**src/rtl/term1_pkg.sv**
```systemverilog
// term1_pkg: shared widths, bit indices, capture states and event layout for term1 result capture
package term1_pkg;
  localparam int RES_W = 10;
  localparam int J0 = 0;
  localparam int K0 = 1;
  localparam int L0 = 2;
  localparam int M0 = 3;
  localparam int N0 = 4;
  localparam int O0 = 5;
  localparam int P0 = 6;
  localparam int Q0 = 7;
  localparam int R0 = 8;
  localparam int S0 = 9;
  typedef logic [RES_W-1:0] res_t;
  typedef enum logic {NOBASE, TRACK} cap_state_t;
  typedef struct packed {
    res_t result;
    res_t diff;
  } evt_t;
  function automatic res_t diff_of(input cap_state_t st, input res_t cur, input res_t base);
    return st == NOBASE ? '1 : cur ^ base;
  endfunction
endpackage

```
**src/rtl/term1_evt_fifo.sv**
```systemverilog
// term1_evt_fifo: synchronous FIFO with registered storage, occupancy level and flush
module term1_evt_fifo #(
  parameter int DEPTH = 8,
  parameter int W = 20
) (
  input  logic                   clk,
  input  logic                   rst_n,
  input  logic                   clear,
  input  logic                   push,
  input  logic                   pop,
  input  logic [W-1:0]           din,
  output logic [W-1:0]           dout,
  output logic [$clog2(DEPTH):0] level,
  output logic                   full,
  output logic                   empty
);
  localparam int AW = $clog2(DEPTH);
  localparam logic [AW:0] FULL_LVL = (AW+1)'(DEPTH);
  logic [W-1:0] mem [DEPTH];
  logic [AW-1:0] wp, rp;
  logic do_push, do_pop;
  assign empty = level == '0;
  assign full = level == FULL_LVL;
  assign do_pop = pop & ~empty & ~clear;
  assign do_push = push & ~clear & (~full | do_pop);
  assign dout = empty ? '0 : mem[rp];
  // pointer and occupancy bookkeeping; flush returns to empty
  always_ff @(posedge clk or negedge rst_n) begin
    if (!rst_n) begin
      wp <= '0;
      rp <= '0;
      level <= '0;
    end else if (clear) begin
      wp <= '0;
      rp <= '0;
      level <= '0;
    end else begin
      wp <= do_push ? wp + 1'b1 : wp;
      rp <= do_pop ? rp + 1'b1 : rp;
      level <= level + {{AW{1'b0}}, do_push} - {{AW{1'b0}}, do_pop};
    end
  end
  // entry storage; contents only visible while occupied
  always_ff @(posedge clk) begin
    if (do_push) mem[wp] <= din;
  end
endmodule

```
**src/rtl/term1_result_capture.sv**
```systemverilog
// term1_result_capture: registers term1 outputs, queues change events (timestamps via TERM1_CAPTURE_TIMESTAMP_EN)
module term1_result_capture
  import term1_pkg::*;
#(
  parameter int DEPTH = 8,
  parameter int TS_W = 16,
  parameter int CNT_W = 8
) (
  input  logic                   clk,
  input  logic                   rst_n,
  input  logic                   clear,
  input  logic                   in_valid,
  input  logic [RES_W-1:0]       in_result,
  output logic                   out_valid,
  input  logic                   out_ready,
  output logic [RES_W-1:0]       out_result,
  output logic [RES_W-1:0]       out_diff,
  output logic [TS_W-1:0]        out_ts,
  output logic [$clog2(DEPTH):0] level,
  output logic [CNT_W-1:0]       ovf_cnt
);
  cap_state_t state, state_n;
  res_t base, diff;
  logic sample, push, drop, full, empty;
  evt_t evt, head;
  assign sample = in_valid & ~clear;
  assign diff = diff_of(state, in_result, base);
  assign push = sample & (|diff);
  assign drop = push & full & ~out_ready;
  assign evt = '{result: in_result, diff: diff};
`ifdef TERM1_CAPTURE_TIMESTAMP_EN
  localparam int EW = 2*RES_W + TS_W;
  logic [TS_W-1:0] ts;
  logic [EW-1:0] din, dout;
  // free-running timestamp, untouched by clear
  always_ff @(posedge clk or negedge rst_n) begin
    if (!rst_n) ts <= '0;
    else ts <= ts + 1'b1;
  end
  assign din = {evt, ts};
  assign head = dout[EW-1:TS_W];
  assign out_ts = dout[TS_W-1:0];
`else
  localparam int EW = 2*RES_W;
  logic [EW-1:0] din, dout;
  assign din = evt;
  assign head = dout;
  assign out_ts = '0;
`endif
  assign out_valid = ~empty;
  assign out_result = head.result;
  assign out_diff = head.diff;
  // capture state register
  always_ff @(posedge clk or negedge rst_n) begin
    if (!rst_n) state <= NOBASE;
    else state <= state_n;
  end
  // first sample after reset/clear establishes the baseline
  always_comb begin
    state_n = state;
    state_n = clear ? NOBASE : (in_valid ? TRACK : state);
  end
  // baseline follows every accepted sample, pushed or not
  always_ff @(posedge clk or negedge rst_n) begin
    if (!rst_n) base <= '0;
    else if (sample) base <= in_result;
  end
  // saturating count of events lost to a full queue
  always_ff @(posedge clk or negedge rst_n) begin
    if (!rst_n) ovf_cnt <= '0;
    else if (clear) ovf_cnt <= '0;
    else if (drop && ovf_cnt != '1) ovf_cnt <= ovf_cnt + 1'b1;
  end
  term1_evt_fifo #(.DEPTH(DEPTH), .W(EW)) u_fifo (
    .clk(clk),
    .rst_n(rst_n),
    .clear(clear),
    .push(push),
    .pop(out_ready),
    .din(din),
    .dout(dout),
    .level(level),
    .full(full),
    .empty(empty)
  );
endmodule

```
**config.mk**
```make
export PLATFORM = sky130hd
export DESIGN_NAME = term1_result_capture
export DESIGN_NICKNAME = d
export VERILOG_FILES = /design/src/rtl/term1_pkg.sv /design/src/rtl/term1_evt_fifo.sv /design/src/rtl/term1_result_capture.sv
export SDC_FILE = /design/constraint.sdc
export NUM_CORES = 1
export LEC_CHECK = 0
export ABC_AREA = 1
export BUFFER_PORTS_ARGS = -buffer_cell sky130_fd_sc_hd__buf_2
export CORE_MARGIN = 4
export CORE_UTILIZATION = 55
export DETAILED_ROUTE_END_ITERATION = 8
export HOLD_SLACK_MARGIN = 0.08
export MAX_ROUTING_LAYER = met4
export PLACE_DENSITY = 0.85
export SLEW_MARGIN = 10
export SYNTH_ARGS = -nofsm -noshare
export SYNTH_HDL_FRONTEND = slang
export SYNTH_SLANG_ARGS = --single-unit
```
**constraint.sdc**
```tcl
create_clock -name clk -period 3.2 [get_ports clk]
set_input_delay 0.96 -clock clk [delete_from_list [all_inputs] [get_ports clk]]
set_output_delay 0.96 -clock clk [all_outputs]
set_load 0.02 [all_outputs]
```
After elaboration in Yosys (flattened, before gate mapping)
Memories as Yosys holds them, arrays and structs flattened.
Cells that the tools add are included.
{ "word_totals": {"ff_bits": 29, "memories": 1, "elab_cells": 48, "ramBits": 160, "inputBits": 15} }
{ "op_classes": {"n_addsub": 5, "eq_ne": 2, "bitwise": 14, "reduce_logical": 7, "n_mux": 13} }
{ "mem_list": {"columns": ["memory", "depth", "word_bits", "read_ports", "rd_ports_with_merged_regs", "write_ports", "line", "source"], "rows": [
  ["u_fifo.mem", 8, 20, 1, 0, 1, "term1_evt_fifo.sv:19", "logic [W-1:0] mem [DEPTH];"]
]} }
{ "op_table": {"columns": ["op", "n"], "rows": [
  ["$mux 20", 1],
  ["$mux 8", 2],
  ["$mux 3", 4],
  ["$mux 10", 1],
  ["$reduce_or 10->1", 1],
  ["$xor 10x10->10", 1],
  ["$add 8x1->8 const B", 1],
  ["$and 1x1->1", 8],
  ["$ne 8x8->1 const B", 1],
  ["$reduce_bool 2->1", 4],
  ["$add 3x1->3 const B", 2],
  ["$add 4x1->4", 1],
  ["$eq 4x4->1 const B", 1],
  ["$logic_not 4->1", 1],
  ["$mux 1", 4],
  ["$mux 4", 1],
  ["$not 1->1", 4],
  ["$sub 4x1->4", 1],
  ["$logic_and 1x1->1", 1],
  ["$or 1x1->1", 1]
]} }

Longest topological paths before layout
{ "logic_depth": {"word_depth": 9, "depth_mapped": 14, "mapped_depth_nobuf": 14} }

Modules after synthesis
Synthesis repeated with hierarchy kept, for this count alone.
{ "hier_totals": {"cells_unflattened": 868, "hier_area_um2": 8640.8} }
{ "modules_own_cells": {"columns": ["mod", "seq_area_each_um2", "cells_each", "area_per_inst_um2", "n_inst"], "rows": [
  ["term1_evt_fifo", 5054.8, 677, 7303.3, 1],
  ["term1_result_capture", 475.5, 191, 1337.5, 1]
]} }

Worst setup path before layout
OpenSTA, ideal clock, no wires.
{ "synth_timing": {"kind": "in2reg", "from": "in in_result[7]", "to": "mem u_fifo.mem[1][0], enable pin", "setup_slack_ps": 259, "t_arrival_ps": 2545, "required_ps": 2803, "n_path_buf": 0, "path_stages": 8, "path_cell_list": "xnor2_1 -> nand2_1 -> nor2_4 -> nand2_4 -> nand3_4 -> inv_2 -> nand2_2 -> nor2_1"} }
{ "synth_via": {"elab_chain_len": 8} }
{ "synth_rtl": {"columns": ["item", "line", "source"], "rows": [
  ["start, declared", "term1_result_capture.sv:13", "input logic [RES_W-1:0] in_result,"],
  ["$xor 10x10->10", "term1_pkg.sv:21", "return st == NOBASE ? '1 : cur ^ base;"],
  ["$mux 10", "term1_pkg.sv:21", null],
  ["named net diff[7]", "term1_result_capture.sv:23", "res_t base, diff;"],
  ["$reduce_or 10->1", "term1_result_capture.sv:28", "assign push = sample & (|diff);"],
  ["$and 1x1->1", "term1_result_capture.sv:28", null],
  ["$and 1x1->1 (2 in series)", "term1_evt_fifo.sv:25", "assign do_push = push & ~clear & (~full | do_pop);"],
  ["$mux 1", "term1_evt_fifo.sv:45", "if (do_push) mem[wp] <= din;"],
  ["$mux 1 (not written as such)", "term1_evt_fifo.sv:45", null],
  ["end, declared", "term1_evt_fifo.sv:19", null]
]} }
The timed path passes the listed nets, and every way through them passes these cells.

Worst setup path after layout
{ "layout_timing": {"from": "reg u_fifo.rp[0]", "to": "out out_diff[3]"} }
{ "layout_via": {"elab_chain_len": 2} }
{ "layout_rtl": {"columns": ["item", "line", "source"], "rows": [
  ["start, declared", "term1_evt_fifo.sv:20", "logic [AW-1:0] wp, rp;"],
  ["start signal, assigned", "term1_evt_fifo.sv:39", "rp <= do_pop ? rp + 1'b1 : rp;"],
  ["$mem_v2 8x20", null, null],
  ["$mux 20", "term1_evt_fifo.sv:26", "assign dout = empty ? '0 : mem[rp];"],
  ["end, declared", "term1_result_capture.sv:17", "output logic [RES_W-1:0] out_diff,"]
]} }
No other way between the ends.

==> results.cfg <==
[outcome]
outcome = completed

[power_and_ir_drop]
irDropWorstVdd_v = 0.000771
p_seq_share_pct = 41.2
p_sw_share_pct = 34.8
power_frac_clock_pct = 28.0
p_int_mw = 4.64
p_leak_nw = 3.53
power.switching_mw = 2.47
pwr-share-comb_pct = 30.9
powerDensity_nw_per_um2 = 765
power_mw = 7.11

[floorplan]
fp.dieArea_um2 = 16900
coreArea_um2 = 14600
rows = 44
io_pins = 64
fp.dieW_um = 130
initial_utilization_pct = 56.2
dieHeight_um = 130

[clock_network]
clock-root-buffer = clkbuf_16
cts_buffers = 17
cts.clk_slew.worst_paths_ns = 0.07
cts_max_path_buffers = 2
htree_levels = 4
clk_latency_ns = 0.43
clock_sinks = 189
cts_tree = done

[logic_synthesis]
syn-cell-area_um2 = 8200
ys_ff_latch = 189
synth_xor_xnor_area_share_pct = 0.641
synth-edff-count = 160
yosys.area_share.simple_pct = 15.5
synthArstFlopShare_pct = 15.3
netlist_instances = 722
ys.flop_type = edfxtp_1
synth_fa_ha_area_share_pct = 1.62
synth_compound_gate_area_share_pct = 9.03
yosysWarningCount = 0
synthMuxAreaShare_pct = 0.137
synth_cell_type_count = 34
avgSynthCellArea_um2 = 11.4
synth_seq_area_share_pct = 67.5
synth_top_family_by_area = simple AND/OR/NAND/NOR gates

[timing]
fmax_mhz = 322
finClkSkew_ns = 0.0104
worstMarginPinSlew_ns = 0.706
setup_viol = 0
drv_slew = 0
holdWs_ns = 0.525
fin_setup_tns_ns = 0
final.period_utilization_pct = 97.2
finalHoldViolCount = 0
period_minus_slack_ns = 3.11
setup_ws_ns = 0.0905
relSlewSlack_pct = 52.9

[min_path]
min_from = base[7]
min_to = base[7]
hp-class = flip-flop to flip-flop
hold_path_depth = 1

[critical_path]
r2r_end = u_fifo.level[1]
cpMaxStageDelayCell = dfrtp_4
end_kind = output pin
cp.arrival_ns = 2.15
crit_path_start_kind = flip-flop
crit_buf_inv = 3
rrSetupSlack_ns = 0.73
critical_path.max_fanout = 38
max_stage_delay_ns = 0.57
crit_type = flip-flop to output pin
cp_top_family = flip-flops
r2r_cells = 12
cp_data_required_time_ns = 2.24
reg2reg_from = u_fifo.level[2]
path_cells = clkinv_2 -> buf_12 -> nor2_1 -> o32ai_1 -> o21ai_1 -> nor2_2 -> buf_2

[grt]
antenna_found_initial = 0
gr-total-overflow = 0
grt_max_degree = 45
grt_pass1_wl_mm = 27.8
grt_pass1_vias = 5499
grt_usage_pct = 22.5

[place]
preCtsSetupSlack_ns = 0.268
placed_area_um2 = 8720
gp_congestion = 0.853
dp.cells = 938
io_buffers = 47
hpwl_mm = 10.6

[cells_and_area]
fin_nets = 799
finalInstanceArea_um2 = 9300
area_growth_syn_to_layout_pct = 13.4
diodes = 0
final_layout_size_suffix_gt1_share_pct = 16.6
final_cells = 971
fin_util_pct = 63.7

[drt]
vias = 5592
first_iter_violations = 626
totalWireLength_mm = 18.0
viasPerCell = 5.76
drc_errors = 0
ant_nets = 0
routedWlPerCell_um = 18.5
dr.pass1.iters = 6

[flow_run]
cap_violations = 0
## metal layers
layer	GRT usage [%]	routed length [um]	part of all wire, %	up-vias
met2	36.8	9030	50	288
met3	4.79	1570	8.7	45
met5	-	0	0	-
li1	-	-	-	2585
met4	9.72	499	2.8	0
met1	27.2	6890	38	2674
## logic make-up after synthesis
kind of cell	Yosys count
compound gates	117
xor+xnor	6
fa+ha+maj	10
mux	1
flops	189
simple gates	304
other cells	1
buf+inv	94
## Yosys cell counts (all sizes together), types with 2 or more instances
master	n	area share, %
nor3	3	0.24
a21oi	3	0.18
nand3	26	1.9
o32ai	40	4.3
nor3b	2	0.18
nand2	79	4.0
nor2	193	9.1
dfrtp	29	8.9
xor2	3	0.32
xnor2	3	0.32
buf	33	2.7
clkbuf	20	0.92
edfxtp	160	59
inv	40	1.8
o21ai	72	4.4
ha	9	1.4
## how the worst max path moves through the flow
stage / startpoint / endpoint / slack (ns) / cells after the start
after floorplan: in_result[7] / u_fifo.mem[1][0] / 0.26 / 8
after global placement: in_result[9] / u_fifo.level[2] / 0.35 / 14
after detailed placement: in_result[9] / u_fifo.level[2] / 0.27 / 14
after CTS: u_fifo.rp[0] / out_diff[3] / 0.02 / 7
after global routing: u_fifo.rp[0] / out_diff[3] / -0.02 / 7
final: u_fifo.rp[0] / out_diff[3] / 0.09 / 7
## power groups by stage
stage / registers [mW] / clock network, mW / logic [mW]
floorplan: 2.94 / 0 / 1.50
global placement: 2.98 / 0 / 2.09
detailed placement: 2.98 / 0 / 2.16
CTS: 2.93 / 2.01 / 2.17
global route: 2.94 / 2.12 / 2.41
finish: 2.93 / 1.99 / 2.19
## sequential cells by signal (all words and copies together), names as in the netlist
| register | flops |
|---|---|
| u_fifo.level | 4 |
| ovf_cnt | 8 |
| base | 10 |
| u_fifo.wp | 3 |
| state | 1 |
| u_fifo.mem | 160 |
| u_fifo.rp | 3 |
## placed cells by master (no fill, tap or decap)
| cell | netlist | routed |
|---|---|---|
| bufinv_16 | 0 | 1 |
| inv_1 | 37 | 37 |
| dfrtp_1 | 29 | 27 |
| mux2_1 | 1 | 1 |
| inv_6 | 0 | 5 |
| xnor2_1 | 3 | 3 |
| nor3_2 | 1 | 1 |
| ha_1 | 9 | 9 |
| inv_2 | 3 | 3 |
| nor2_2 | 3 | 12 |
| buf_12 | 0 | 8 |
| nand2_2 | 4 | 4 |
| nand3_4 | 2 | 2 |
| nand4_1 | 1 | 1 |
| o32ai_1 | 40 | 40 |
| nor2_4 | 2 | 2 |
| nand2_4 | 3 | 3 |
| clkinv_2 | 1 | 1 |
| o21ai_0 | 58 | 58 |
| conb_1 | 1 | 16 |
| xor2_1 | 3 | 3 |
| clkinv_1 | 0 | 1 |
| nor3_1 | 2 | 2 |
| nand2_1 | 72 | 72 |
| clkinv_4 | 0 | 5 |
| o21ai_1 | 14 | 14 |
| a21oi_1 | 3 | 3 |
| a21o_1 | 1 | 1 |
| clkinvlp_4 | 0 | 2 |
| buf_2 | 9 | 47 |
| clkbuf_1 | 20 | 1 |
| clkbuf_16 | 0 | 17 |
| nand3_1 | 24 | 24 |
| edfxtp_1 | 160 | 160 |
| nor3b_1 | 2 | 2 |
| dfrtp_4 | 0 | 2 |
| fa_1 | 1 | 1 |
| buf_4 | 22 | 16 |
| o21a_1 | 1 | 1 |
| nor2_1 | 188 | 179 |
## timing repair
item	4_1_cts	5_1_grt
setup buffers	0	1
gates cloned	0	0
gates resized for setup	1	2
hold buffers	0	0
endpoints found under the setup margin	1	9
pin swaps	0	1
## cell type report
cell class                 instances  area, um^2
timing repair buffer              71         515
fill                            1045        5290
clock buffer                      18         429
inverter                          41         155
tap                              184         230
clock inverter                    14         136
multi-input combinational        454        2290
sequential                       189        5540
(Power assumes the default switching activity.)
